===== src/rtl/ps2_kbd_rx.sv =====
// PS/2 keyboard receiver: synchronises and de-glitches the PS/2 clock, deframes
// 11-bit frames and folds E0/F0 prefixes into flags on the following scancode.
module ps2_kbd_rx #(
  parameter int FILTER  = 8,
  parameter int TIMEOUT = 65535
) (
  input  logic       clk_sys,
  input  logic       reset,
  input  logic       ps2_clk,
  input  logic       ps2_data,
  output logic [7:0] key_code,
  output logic       key_extended,
  output logic       key_released,
  output logic       key_strobe,
  output logic       frame_err,
  output logic       busy,
  output logic [1:0] state_dbg,
  output logic [2:0] bit_cnt_dbg
);

  localparam int FW = (FILTER > 1) ? $clog2(FILTER + 1) : 1;
  localparam int TW = $clog2(TIMEOUT + 1);
  localparam logic [FW-1:0] FILT_LAST = FW'(FILTER - 1);
  localparam logic [TW-1:0] TO_LIMIT  = TW'(TIMEOUT);

  typedef enum logic [1:0] {IDLE, DATA, PARITY, STOP} state_e;

  logic          clk_s1_q, clk_s2_q, data_s1_q, data_s2_q;
  logic          flt_q;
  logic [FW-1:0] flt_cnt_q;
  logic          fall;

  state_e        state_q;
  logic [2:0]    bit_cnt_q;
  logic [7:0]    shift_q;
  logic          par_q;
  logic [TW-1:0] to_cnt_q;
  logic          ext_q, rel_q;
  logic [7:0]    key_code_q;
  logic          key_ext_q, key_rel_q, strobe_q, err_q;
  logic          frame_ok;

  always_ff @(posedge clk_sys) begin
    if (reset) begin
      clk_s1_q  <= 1'b1;
      clk_s2_q  <= 1'b1;
      data_s1_q <= 1'b1;
      data_s2_q <= 1'b1;
    end else begin
      clk_s1_q  <= ps2_clk;
      clk_s2_q  <= clk_s1_q;
      data_s1_q <= ps2_data;
      data_s2_q <= data_s1_q;
    end
  end

  // The filtered clock flips on the FILTER-th consecutive sample of the new level.
  always_ff @(posedge clk_sys) begin
    if (reset) begin
      flt_q     <= 1'b1;
      flt_cnt_q <= '0;
    end else if (clk_s2_q != flt_q) begin
      if (flt_cnt_q == FILT_LAST) begin
        flt_q     <= clk_s2_q;
        flt_cnt_q <= '0;
      end else begin
        flt_cnt_q <= flt_cnt_q + 1'b1;
      end
    end else begin
      flt_cnt_q <= '0;
    end
  end

  assign fall     = flt_q & ~clk_s2_q & (flt_cnt_q == FILT_LAST);
  assign frame_ok = data_s2_q & (^{shift_q, par_q});

  always_ff @(posedge clk_sys) begin
    if (reset) begin
      state_q    <= IDLE;
      bit_cnt_q  <= '0;
      shift_q    <= '0;
      par_q      <= 1'b0;
      to_cnt_q   <= '0;
      ext_q      <= 1'b0;
      rel_q      <= 1'b0;
      key_code_q <= '0;
      key_ext_q  <= 1'b0;
      key_rel_q  <= 1'b0;
      strobe_q   <= 1'b0;
      err_q      <= 1'b0;
    end else begin
      strobe_q <= 1'b0;
      err_q    <= 1'b0;
      if (state_q == IDLE || fall) to_cnt_q <= '0;
      else                         to_cnt_q <= to_cnt_q + 1'b1;

      if (state_q != IDLE && !fall && to_cnt_q == TO_LIMIT) begin
        state_q <= IDLE;
        err_q   <= 1'b1;
        ext_q   <= 1'b0;
        rel_q   <= 1'b0;
      end else if (fall) begin
        case (state_q)
          IDLE: begin
            if (!data_s2_q) begin
              state_q   <= DATA;
              bit_cnt_q <= '0;
            end
          end
          DATA: begin
            shift_q[bit_cnt_q] <= data_s2_q;
            if (bit_cnt_q == 3'd7) state_q <= PARITY;
            else                   bit_cnt_q <= bit_cnt_q + 3'd1;
          end
          PARITY: begin
            par_q   <= data_s2_q;
            state_q <= STOP;
          end
          STOP: begin
            state_q <= IDLE;
            if (!frame_ok) begin
              err_q <= 1'b1;
              ext_q <= 1'b0;
              rel_q <= 1'b0;
            end else if (shift_q == 8'hE0) begin
              ext_q <= 1'b1;
            end else if (shift_q == 8'hF0) begin
              rel_q <= 1'b1;
            end else begin
              key_code_q <= shift_q;
              key_ext_q  <= ext_q;
              key_rel_q  <= rel_q;
              strobe_q   <= 1'b1;
              ext_q      <= 1'b0;
              rel_q      <= 1'b0;
            end
          end
          default: state_q <= IDLE;
        endcase
      end
    end
  end

  assign key_code     = key_code_q;
  assign key_extended = key_ext_q;
  assign key_released = key_rel_q;
  assign key_strobe   = strobe_q;
  assign frame_err    = err_q;
  assign busy         = (state_q != IDLE);
  assign state_dbg    = state_q;
  assign bit_cnt_dbg  = bit_cnt_q;

endmodule

===== config.mk =====
export PLATFORM = sky130hd
export DESIGN_NAME = ps2_kbd_rx
export DESIGN_NICKNAME = d
export VERILOG_FILES = /design/src/rtl/ps2_kbd_rx.sv
export SDC_FILE = /design/constraint.sdc
export NUM_CORES = 1
export LEC_CHECK = 0
export CAP_MARGIN = 20
export CELL_PAD_IN_SITES_DETAIL_PLACEMENT = 2
export CELL_PAD_IN_SITES_GLOBAL_PLACEMENT = 2
export CORE_MARGIN = 4
export CORE_UTILIZATION = 38
export CTS_CLUSTER_SIZE = 14
export DETAILED_ROUTE_END_ITERATION = 16
export GPL_TIMING_DRIVEN = 0
export PLACE_DENSITY = 0.83
export SKIP_CTS_REPAIR_TIMING = 1
export SLEW_MARGIN = 5
export SYNTH_ARGS = -nofsm -noshare
export SYNTH_HDL_FRONTEND = slang
export SYNTH_SLANG_ARGS = --single-unit

===== constraint.sdc =====
create_clock -name clk_sys -period 5.6 [get_ports clk_sys]
set_input_delay 1.12 -clock clk_sys [delete_from_list [all_inputs] [get_ports clk_sys]]
set_output_delay 1.12 -clock clk_sys [all_outputs]
set_load 0.03 [all_outputs]

==> results of run 1 <==
cells in the mapped netlist (6+ instances only):
cell      instances
o21ai_1          11
nand4_1           7
clkbuf_1          9
dfxtp_1          53
xor2_1           13
and3_1            8
ha_1              9
nand2_1          19
inv_1             8
mux2i_1          10
nand3_1          16
nor2_1           32
xnor2_1           6
a21oi_1          17
worst paths after layout:
| check | depth (start not counted) | from | endpoint | slack [ps] |
|---|---|---|---|---|
| worst max-delay path | 4 | state_dbg[0]$_SDFFE_PP0P_ | busy | 2620 |
| worst min-delay path | 1 | data_s1_q$_SDFF_PP1_ | data_s2_q$_SDFF_PP1_ | 420 |
| worst max register to register | 9 | flt_cnt_q[0]$_SDFF_PP0_ | key_extended$_SDFFE_PP0P_ | 3290 |
| worst min register to register | 1 | data_s1_q$_SDFF_PP1_ | data_s2_q$_SDFF_PP1_ | 420 |
logic make-up (layout without fill, tap and decap cells):
logic type / after synthesis / in the layout / share of synthesized area (%)
compound gates: 34 / 34 / 7.672
xor+xnor: 21 / 21 / 8.995
fa+ha+maj: 9 / 9 / 4.762
buf+inv: 21 / 50 / 3.545
flops: 53 / 53 / 44.87
mux: 12 / 12 / 5.820
simple gates: 110 / 110 / 24.34
power breakdown:
| group | internal, mW | switching (mW) |
|---|---|---|
| clock network | 0.180 | 0.135 |
| registers | 0.378 | 0.000816 |
| logic | 0.00401 | 0.00743 |
routing by layer:
layer / vias up / wire length [microns] / share of wire, % / GRT usage (%)
li1: 941 / - / - / -
met2: 21 / 2928 / 49 / 28.78
met4: 0 / 67 / 1.1 / 4.674
met5: - / 0 / 0 / 0
met3: 6 / 163 / 2.8 / 3.974
met1: 948 / 2760 / 47 / 22.91
metrics by stage:
stage | area, sq um | setup slack, ps | hold WS (ps)
after floorplan | 2365 | 3354 | 389.5
after global placement | 2669 | 2781 | 390.4
after detailed placement | 2669 | 2761 | 399.9
after CTS | 2806 | 2584 | 426.6
after global routing | 2806 | 2489 | 450.0
final | 2806 | 2622 | 423.9
flip-flops by register name, indices dropped and copies added, names as in the netlist:
| register | flops |
|---|---|
| flt_cnt_q | 4 |
| data_s1_q | 1 |
| ext_q | 1 |
| data_s2_q | 1 |
| par_q | 1 |
| flt_q | 1 |
| key_extended | 1 |
| frame_err | 1 |
| key_code | 8 |
| to_cnt_q | 16 |
| shift_q | 8 |
| clk_s2_q | 1 |
| bit_cnt_dbg | 3 |
| clk_s1_q | 1 |
| rel_q | 1 |
| key_released | 1 |
| state_dbg | 2 |
| key_strobe | 1 |
area by class of cell:
class | count | area share, %
Clock buffer | 5 | 2.452
Buffer | 13 | 1.917
Sequential cell | 53 | 37.81
Clock inverter | 3 | 2.452
Multi-Input combinational cell | 186 | 43.47
Inverter | 8 | 1.070
Timing Repair Buffer | 21 | 7.490
Tap cell | 75 | 3.344
==> summary.txt, run 1 <==
Leakage power -> 1.050 nW
Largest net degree at the start of global routing -> 18
Drt wl/cell -> 16.26 microns
CTS tree -> yes
Initial drt markers -> 87
Slowest Stage Delay on Critical Path -> 660 ps
Initial antenna violation count -> 0
IO Pins -> 22
Rel. slew slack -> 65.56%
Leading cell type in the layout, fill and taps excluded -> dfxtp_1
Min Tclk post-route -> 2978 ps
Setup violators final -> 0
CP required -> 4480 ps
Clock Skew -> 10.01 ps
Post-Synthesis Cells -> 260
Worst Tran Pin Value -> 516.6 ps
Yosys cell types -> 36
Sequential fraction of the synthesis area -> 44.87%
Rows -> 28
Clk root buf -> clkbuf_8
YS warnings -> 0
Pre-antenna DRT Iters -> 4
GRT Total Usage -> 17.45%
Final Hold Fails -> 0
CTS clk-pin slew, worst paths -> 100 ps
Critical path's top delay family -> buffers and inverters
RSZ-0062 raised after global routing -> false
Vias in the first global route -> 2052
P&R area growth vs syn -> 18.68%
Multi-input gate area in the final layout -> 1220 sq um
First-pass GRT wire length -> 10.27 mm
Post-Layout Cell Count -> 364
Post-synth top area cell -> dfxtp_1
Post-synthesis cell area -> 2365 sq um
Buffers added on ports -> 21
Worst EP arrival -> 1860 ps
Setup_tns -> 0 ps
Worst Setup End Kind -> output pin
Antenna Nets Post-Route -> 0
Tot Pwr -> 0.7056 mW
FF+latch count, synth -> 53
Final core utilization -> 46.85%
Layout Nets -> 301
Clk_lat worst skew -> 320 ps
Clock tree buffer depth -> 2
Most common cell type on the critical path -> inv_1
Outcome -> complete, no violations
Highest-count cells in the layout ignoring fill and taps -> dfxtp_1 (53), nor2_1 (32), clkdlybuf4s50_1 (21)
DRC Markers -> 0
Peak VDD IR -> 0.1894 mV
Max-cap check violation count -> 0
Power per cell area -> 251.4 nW/um^2
Total CTS buffers -> 5
Slowest cell on crit path -> clkdlybuf4s50_1
FF/Latch Area -> 1061 sq um
Critical-path cell list -> inv_1 -> ha_1 -> inv_1 -> clkdlybuf4s50_1
Full die area -> 7549 sq um
Ratio of cells with drive above 1 in the final layout -> 7.612%
Placed cells -> 356
Startpoint types -> flip-flop
Core ar. -> 5991 sq um
Max-slew violations -> 0
Post-Route WL -> 5.919 mm
Tcrit/Tclk final -> 53.18%
Post-DR vias/cell -> 5.264
Placer congestion estimate -> 0.7559
CTS sink cnt -> 53
Post-synth top flop -> dfxtp_1
Critical path buffer and inverter count -> 3
Die Ht -> 86.89 microns
Top cells by area, synth -> dfxtp_1 (45%), nor2_1 (5.1%), xor2_1 (4.8%)
Largest fanout on the critical path -> 6
Mapped Nets -> 273
Initial Utilization -> 39.47%
Ys async rst share -> 0%
Die X -> 86.89 microns
Fillers -> 652
Hpwl dp -> 4.261 mm
H-tree Lvls -> 2
Max frequency -> 335.8 MHz
Yosys top cell area share -> 44.87%
Avg Inst Size Synth -> 9.095 sq um
Critical path class -> flip-flop to output pin
N_diodes -> 0
Via count -> 1916
Hold crit path type -> flip-flop to flip-flop
Final global-route overflow total -> 0
Post-synth EDFFs -> 0
Power figures use the tool's default switching activity.
==> run 2: changes to the inputs <==
--- a/config.mk
+++ b/config.mk
@@ -9,11 +9,11 @@
 export CELL_PAD_IN_SITES_DETAIL_PLACEMENT = 2
 export CELL_PAD_IN_SITES_GLOBAL_PLACEMENT = 2
 export CORE_MARGIN = 4
-export CORE_UTILIZATION = 38
+export CORE_UTILIZATION = 32
 export CTS_CLUSTER_SIZE = 14
 export DETAILED_ROUTE_END_ITERATION = 16
 export GPL_TIMING_DRIVEN = 0
-export PLACE_DENSITY = 0.83
+export PLACE_DENSITY = 0.74
 export SKIP_CTS_REPAIR_TIMING = 1
 export SLEW_MARGIN = 5
 export SYNTH_ARGS = -nofsm -noshare
==> constraint.sdc (replaced) <==
create_clock -name clk_sys -period 2.6 [get_ports clk_sys]
set_input_delay 0.52 -clock clk_sys [delete_from_list [all_inputs] [get_ports clk_sys]]
set_output_delay 0.52 -clock clk_sys [all_outputs]
set_load 0.03 [all_outputs]
==> summary.txt, run 2 (same netlist as run 1, synthesis figures left out) <==
Leakage power -> 1.025 nW
Ratio of cells with drive above 1 in the final layout -> 7.292%
Setup violators final -> 0
Rows -> 31
Largest fanout on the critical path -> 6
H-tree Lvls -> 2
Reg with most FFs -> to_cnt_q
Max-cap check violation count -> 0
Tcrit/Tclk final -> 90.31%
CTS clk-pin slew, worst paths -> 90 ps
Initial antenna violation count -> 0
Final Hold Fails -> 0
Leading cell type in the layout, fill and taps excluded -> dfxtp_1
Final global-route overflow total -> 0
Slowest Stage Delay on Critical Path -> 670 ps
Worst Setup End Kind -> output pin
Initial Utilization -> 32.78%
First-pass GRT wire length -> 10.11 mm
Power per cell area -> 473.6 nW/um^2
Multi-input gate area in the final layout -> 1220 sq um
Rel. slew slack -> 61.56%
RSZ-0062 raised after global routing -> false
Core ar. -> 7214 sq um
Worst EP arrival -> 1830 ps
Highest-count cells in the layout ignoring fill and taps -> dfxtp_1 (53), nor2_1 (32), clkdlybuf4s50_1 (21)
DRC Markers -> 0
Dpl ws -> 262.9 ps
Clock tree buffer depth -> 2
Drt wl/cell -> 14.73 microns
Die X -> 93.97 microns
Vias in the first global route -> 2112
Peak VDD IR -> 0.1843 mV
Placer congestion estimate -> 0.7050
P&R area growth vs syn -> 17.94%
Clk_lat worst skew -> 300 ps
Total CTS buffers -> 5
Die Ht -> 93.97 microns
N_diodes -> 0
Hold crit path type -> flip-flop to flip-flop
Startpoint types -> flip-flop
Setup ws final -> 251.9 ps
Largest net degree at the start of global routing -> 16
IO Pins -> 22
CP required -> 2080 ps
Initial drt markers -> 57
Outcome -> complete, no violations
Clock Skew -> 6.292 ps
Slowest cell on crit path -> clkdlybuf4s50_1
Post-Route WL -> 5.700 mm
Fillers -> 828
Critical path class -> flip-flop to output pin
Worst Tran Pin Value -> 576.5 ps
FF/Latch Area -> 1061 sq um
Full die area -> 8829 sq um
Max frequency -> 425.9 MHz
Most common cell type on the critical path -> inv_1
Via count -> 1902
Hpwl dp -> 4.314 mm
Pre-antenna DRT Iters -> 3
Layout Nets -> 301
Setup_tns -> 0 ps
Min Tclk post-route -> 2348 ps
Post-DR vias/cell -> 4.915
Antenna Nets Post-Route -> 0
Clk root buf -> clkbuf_8
Max reg flops -> 16
Buffers added on ports -> 21
GRT Total Usage -> 14.48%
CTS sink cnt -> 53
CTS tree -> yes
Critical-path cell list -> inv_1 -> ha_1 -> inv_1 -> clkdlybuf4s50_1
Max-slew violations -> 0
## run 2: per-layer routing
metal,up-vias,global-route usage [%],routed length [microns]
met5,-,0,0
met4,0,4.332,74
met3,6,2.885,128
met2,17,25.96,2908
met1,937,17.30,2590
li1,942,-,-
## run 2: worst max-delay path: cells and delay by family (launching register included)
| kind | cells | cell delay (ps) |
|---|---|---|
| buffers and inverters | 3 | 850 |
| adders and majority gates | 1 | 280 |
| DFF | 1 | 400 |
## run 2: final timing paths
| check | startpoint | to | slack, ps | cells after the start |
|---|---|---|---|---|
| worst max-delay path | state_dbg[0]$_SDFFE_PP0P_ | busy | 250 | 4 |
| worst min register to register | clk_s1_q$_SDFF_PP1_ | clk_s2_q$_SDFF_PP1_ | 430 | 1 |
| worst max register to register | flt_cnt_q[0]$_SDFF_PP0_ | key_released$_SDFFE_PP0P_ | 390 | 9 |
| worst min-delay path | clk_s1_q$_SDFF_PP1_ | clk_s2_q$_SDFF_PP1_ | 430 | 1 |
## run 2: power breakdown
part,switching (mW),internal (mW)
Combinational,0.0167,0.00857
Sequential,0.00161,0.814
Clock,0.269,0.211
## run 2: metrics by stage
| stage | utilization (%) | power (mW) | instances | hold slack, ps | area, sq um |
|---|---|---|---|---|---|
| final | 38.66 | 1.321 | 387 | 433.6 | 2789 |
| after global routing | 38.66 | 1.381 | 387 | 446.4 | 2789 |
| after CTS | 38.66 | 1.349 | 387 | 440.4 | 2789 |
| after detailed placement | 37.41 | 0.8610 | 380 | 412.4 | 2699 |
| after global placement | 37.41 | 0.8602 | 380 | 390.5 | 2699 |
| after floorplan | - | 0.8480 | 260 | 389.5 | 2365 |
## run 2: layout make-up
type                       instances  share of cell area [%]
clock inverter                     1                  0.2692
multi-input combinational        186                   43.74
sequential                        53                   38.04
timing repair buffer              21                   7.537
inverter                           8                   1.077
clock buffer                       6                   2.961
buffer                            13                   1.929
tap                               99                   4.441
==> run 3: changes to the inputs <==
--- a/config.mk
+++ b/config.mk
@@ -8,7 +8,7 @@
 export CAP_MARGIN = 20
 export CELL_PAD_IN_SITES_DETAIL_PLACEMENT = 2
 export CELL_PAD_IN_SITES_GLOBAL_PLACEMENT = 2
-export CORE_MARGIN = 4
+export CORE_MARGIN = 2
 export CORE_UTILIZATION = 32
 export CTS_CLUSTER_SIZE = 14
 export DETAILED_ROUTE_END_ITERATION = 16
==> summary.txt, run 3 (same netlist as run 1, synthesis figures left out) <==
Placer congestion estimate -> 0.7023
Worst EP arrival -> 1850 ps
Full die area -> 8094 sq um
Initial antenna violation count -> 0
CTS sink cnt -> 53
Die Ht -> 89.97 microns
Clk root buf -> clkbuf_8
H-tree Lvls -> 2
Tcrit/Tclk final -> 91.10%
Tot Pwr -> 1.429 mW
DRC Markers -> 0
R2R Setup Slk -> 380 ps
IO Pins -> 22
Critical path class -> flip-flop to output pin
Initial drt markers -> 33
Placed cells -> 380
Setup_tns -> 0 ps
Peak VDD IR -> 0.1705 mV
Layout Nets -> 301
Core ar. -> 7214 sq um
Max-cap check violation count -> 0
Min Tclk post-route -> 2369 ps
Ratio of cells with drive above 1 in the final layout -> 7.612%
Total CTS buffers -> 5
Clock Skew -> 6.687 ps
Max-slew violations -> 0
Max reg flops -> 16
Leakage power -> 1.036 nW
Post-Route WL -> 6.028 mm
Rel. slew slack -> 63.00%
Final Hold Fails -> 0
Rows -> 31
Post-DR vias/cell -> 4.881
Setup violators final -> 0
CP required -> 2080 ps
Die X -> 89.97 microns
Clk_lat worst skew -> 320 ps
Vias in the first global route -> 2097
First-pass GRT wire length -> 10.28 mm
Via count -> 1894
FF-to-FF path depth -> 8
Highest-count cells in the layout ignoring fill and taps -> dfxtp_1 (53), nor2_1 (32), clkdlybuf4s50_1 (21)
Setup crit end -> busy
Worst Tran Pin Value -> 555.0 ps
Largest fanout on the critical path -> 6
Max frequency -> 422.2 MHz
P&R area growth vs syn -> 18.99%
Hpwl dp -> 4.373 mm
Capture point of the worst reg-to-reg path -> key_released$_SDFFE_PP0P_
CTS tree -> yes
CTS clk-pin slew, worst paths -> 100 ps
Largest net degree at the start of global routing -> 18
Final global-route overflow total -> 0
CP startpoint -> state_dbg[0]$_SDFFE_PP0P_
Leading cell type in the layout, fill and taps excluded -> dfxtp_1
Pre-antenna DRT Iters -> 3
GRT Total Usage -> 15.76%
Clock tree buffer depth -> 2
Outcome -> complete, no violations
Initial Utilization -> 32.78%
Buffers added on ports -> 21
Reg with most FFs -> to_cnt_q
Worst Setup End Kind -> output pin
Hold crit path type -> flip-flop to flip-flop
Dpl ws -> 300.7 ps
Final core utilization -> 39.00%
Drt wl/cell -> 15.54 microns
Antenna Nets Post-Route -> 0
Power per cell area -> 508.0 nW/um^2
Crit Reg-Reg Startpoint -> flt_cnt_q[0]$_SDFF_PP0_
Startpoint types -> flip-flop
Setup ws final -> 231.4 ps
N_diodes -> 0
Post-Layout Cell Count -> 388
RSZ-0062 raised after global routing -> false
run 3: changes by cell type in the layout (fill, tap and decap cells not counted), sizes merged:
cell,before,now
clkinv,0,1
bufinv,0,1
clkbuf,15,14
run 3: area by class of cell:
class / count / area, sq um
inverter: 8 / 30.03
fill: 819 / 4400
clock inverter: 3 / 46.29
multi-input combinational: 186 / 1220
timing repair buffer: 21 / 210.2
sequential: 53 / 1061
buffer: 13 / 53.80
tap: 99 / 123.9
clock buffer: 5 / 68.82
run 3: worst min-delay path by stage:
stage,from,to,cells past startpoint
2_1_floorplan,clk_s1_q$_SDFF_PP1_,clk_s2_q$_SDFF_PP1_,1
3_3_place_gp,data_s1_q$_SDFF_PP1_,data_s2_q$_SDFF_PP1_,1
3_5_place_dp,clk_s1_q$_SDFF_PP1_,clk_s2_q$_SDFF_PP1_,1
4_1_cts,clk_s1_q$_SDFF_PP1_,clk_s2_q$_SDFF_PP1_,1
5_1_grt,clk_s1_q$_SDFF_PP1_,clk_s2_q$_SDFF_PP1_,1
6_report,clk_s1_q$_SDFF_PP1_,clk_s2_q$_SDFF_PP1_,1
run 3: stage by stage:
stage                     hold slack, ps  cell area (sq um)
after detailed placement           399.2               2699
final                              420.7               2814
after global placement             393.6               2699
after CTS                          424.9               2814
after global routing               446.1               2814
after floorplan                    389.5               2365
run 3: worst max-delay path: stages (launching register included):
cell and delay, ps:
dfxtp_1 400, inv_1 100, ha_1 290, inv_1 80, clkdlybuf4s50_1 670
run 3: metal layers:
layer / part of all wire [%] / wire length [microns] / global-route usage (%) / up-vias
met5: 0 / 0 / 0 / -
met1: 47 / 2813 / 19.10 / 929
met4: 1.3 / 78 / 4.615 / 0
met3: 2.1 / 124 / 2.598 / 7
li1: - / - / - / 941
met2: 50 / 3012 / 28.72 / 17
run 3: power by group:
group	total, mW	internal [mW]	switching, mW
registers	0.816	0.815	0.00166
clock network	0.588	0.289	0.299
logic	0.0255	0.00862	0.0169
total	1.43	1.11	0.317
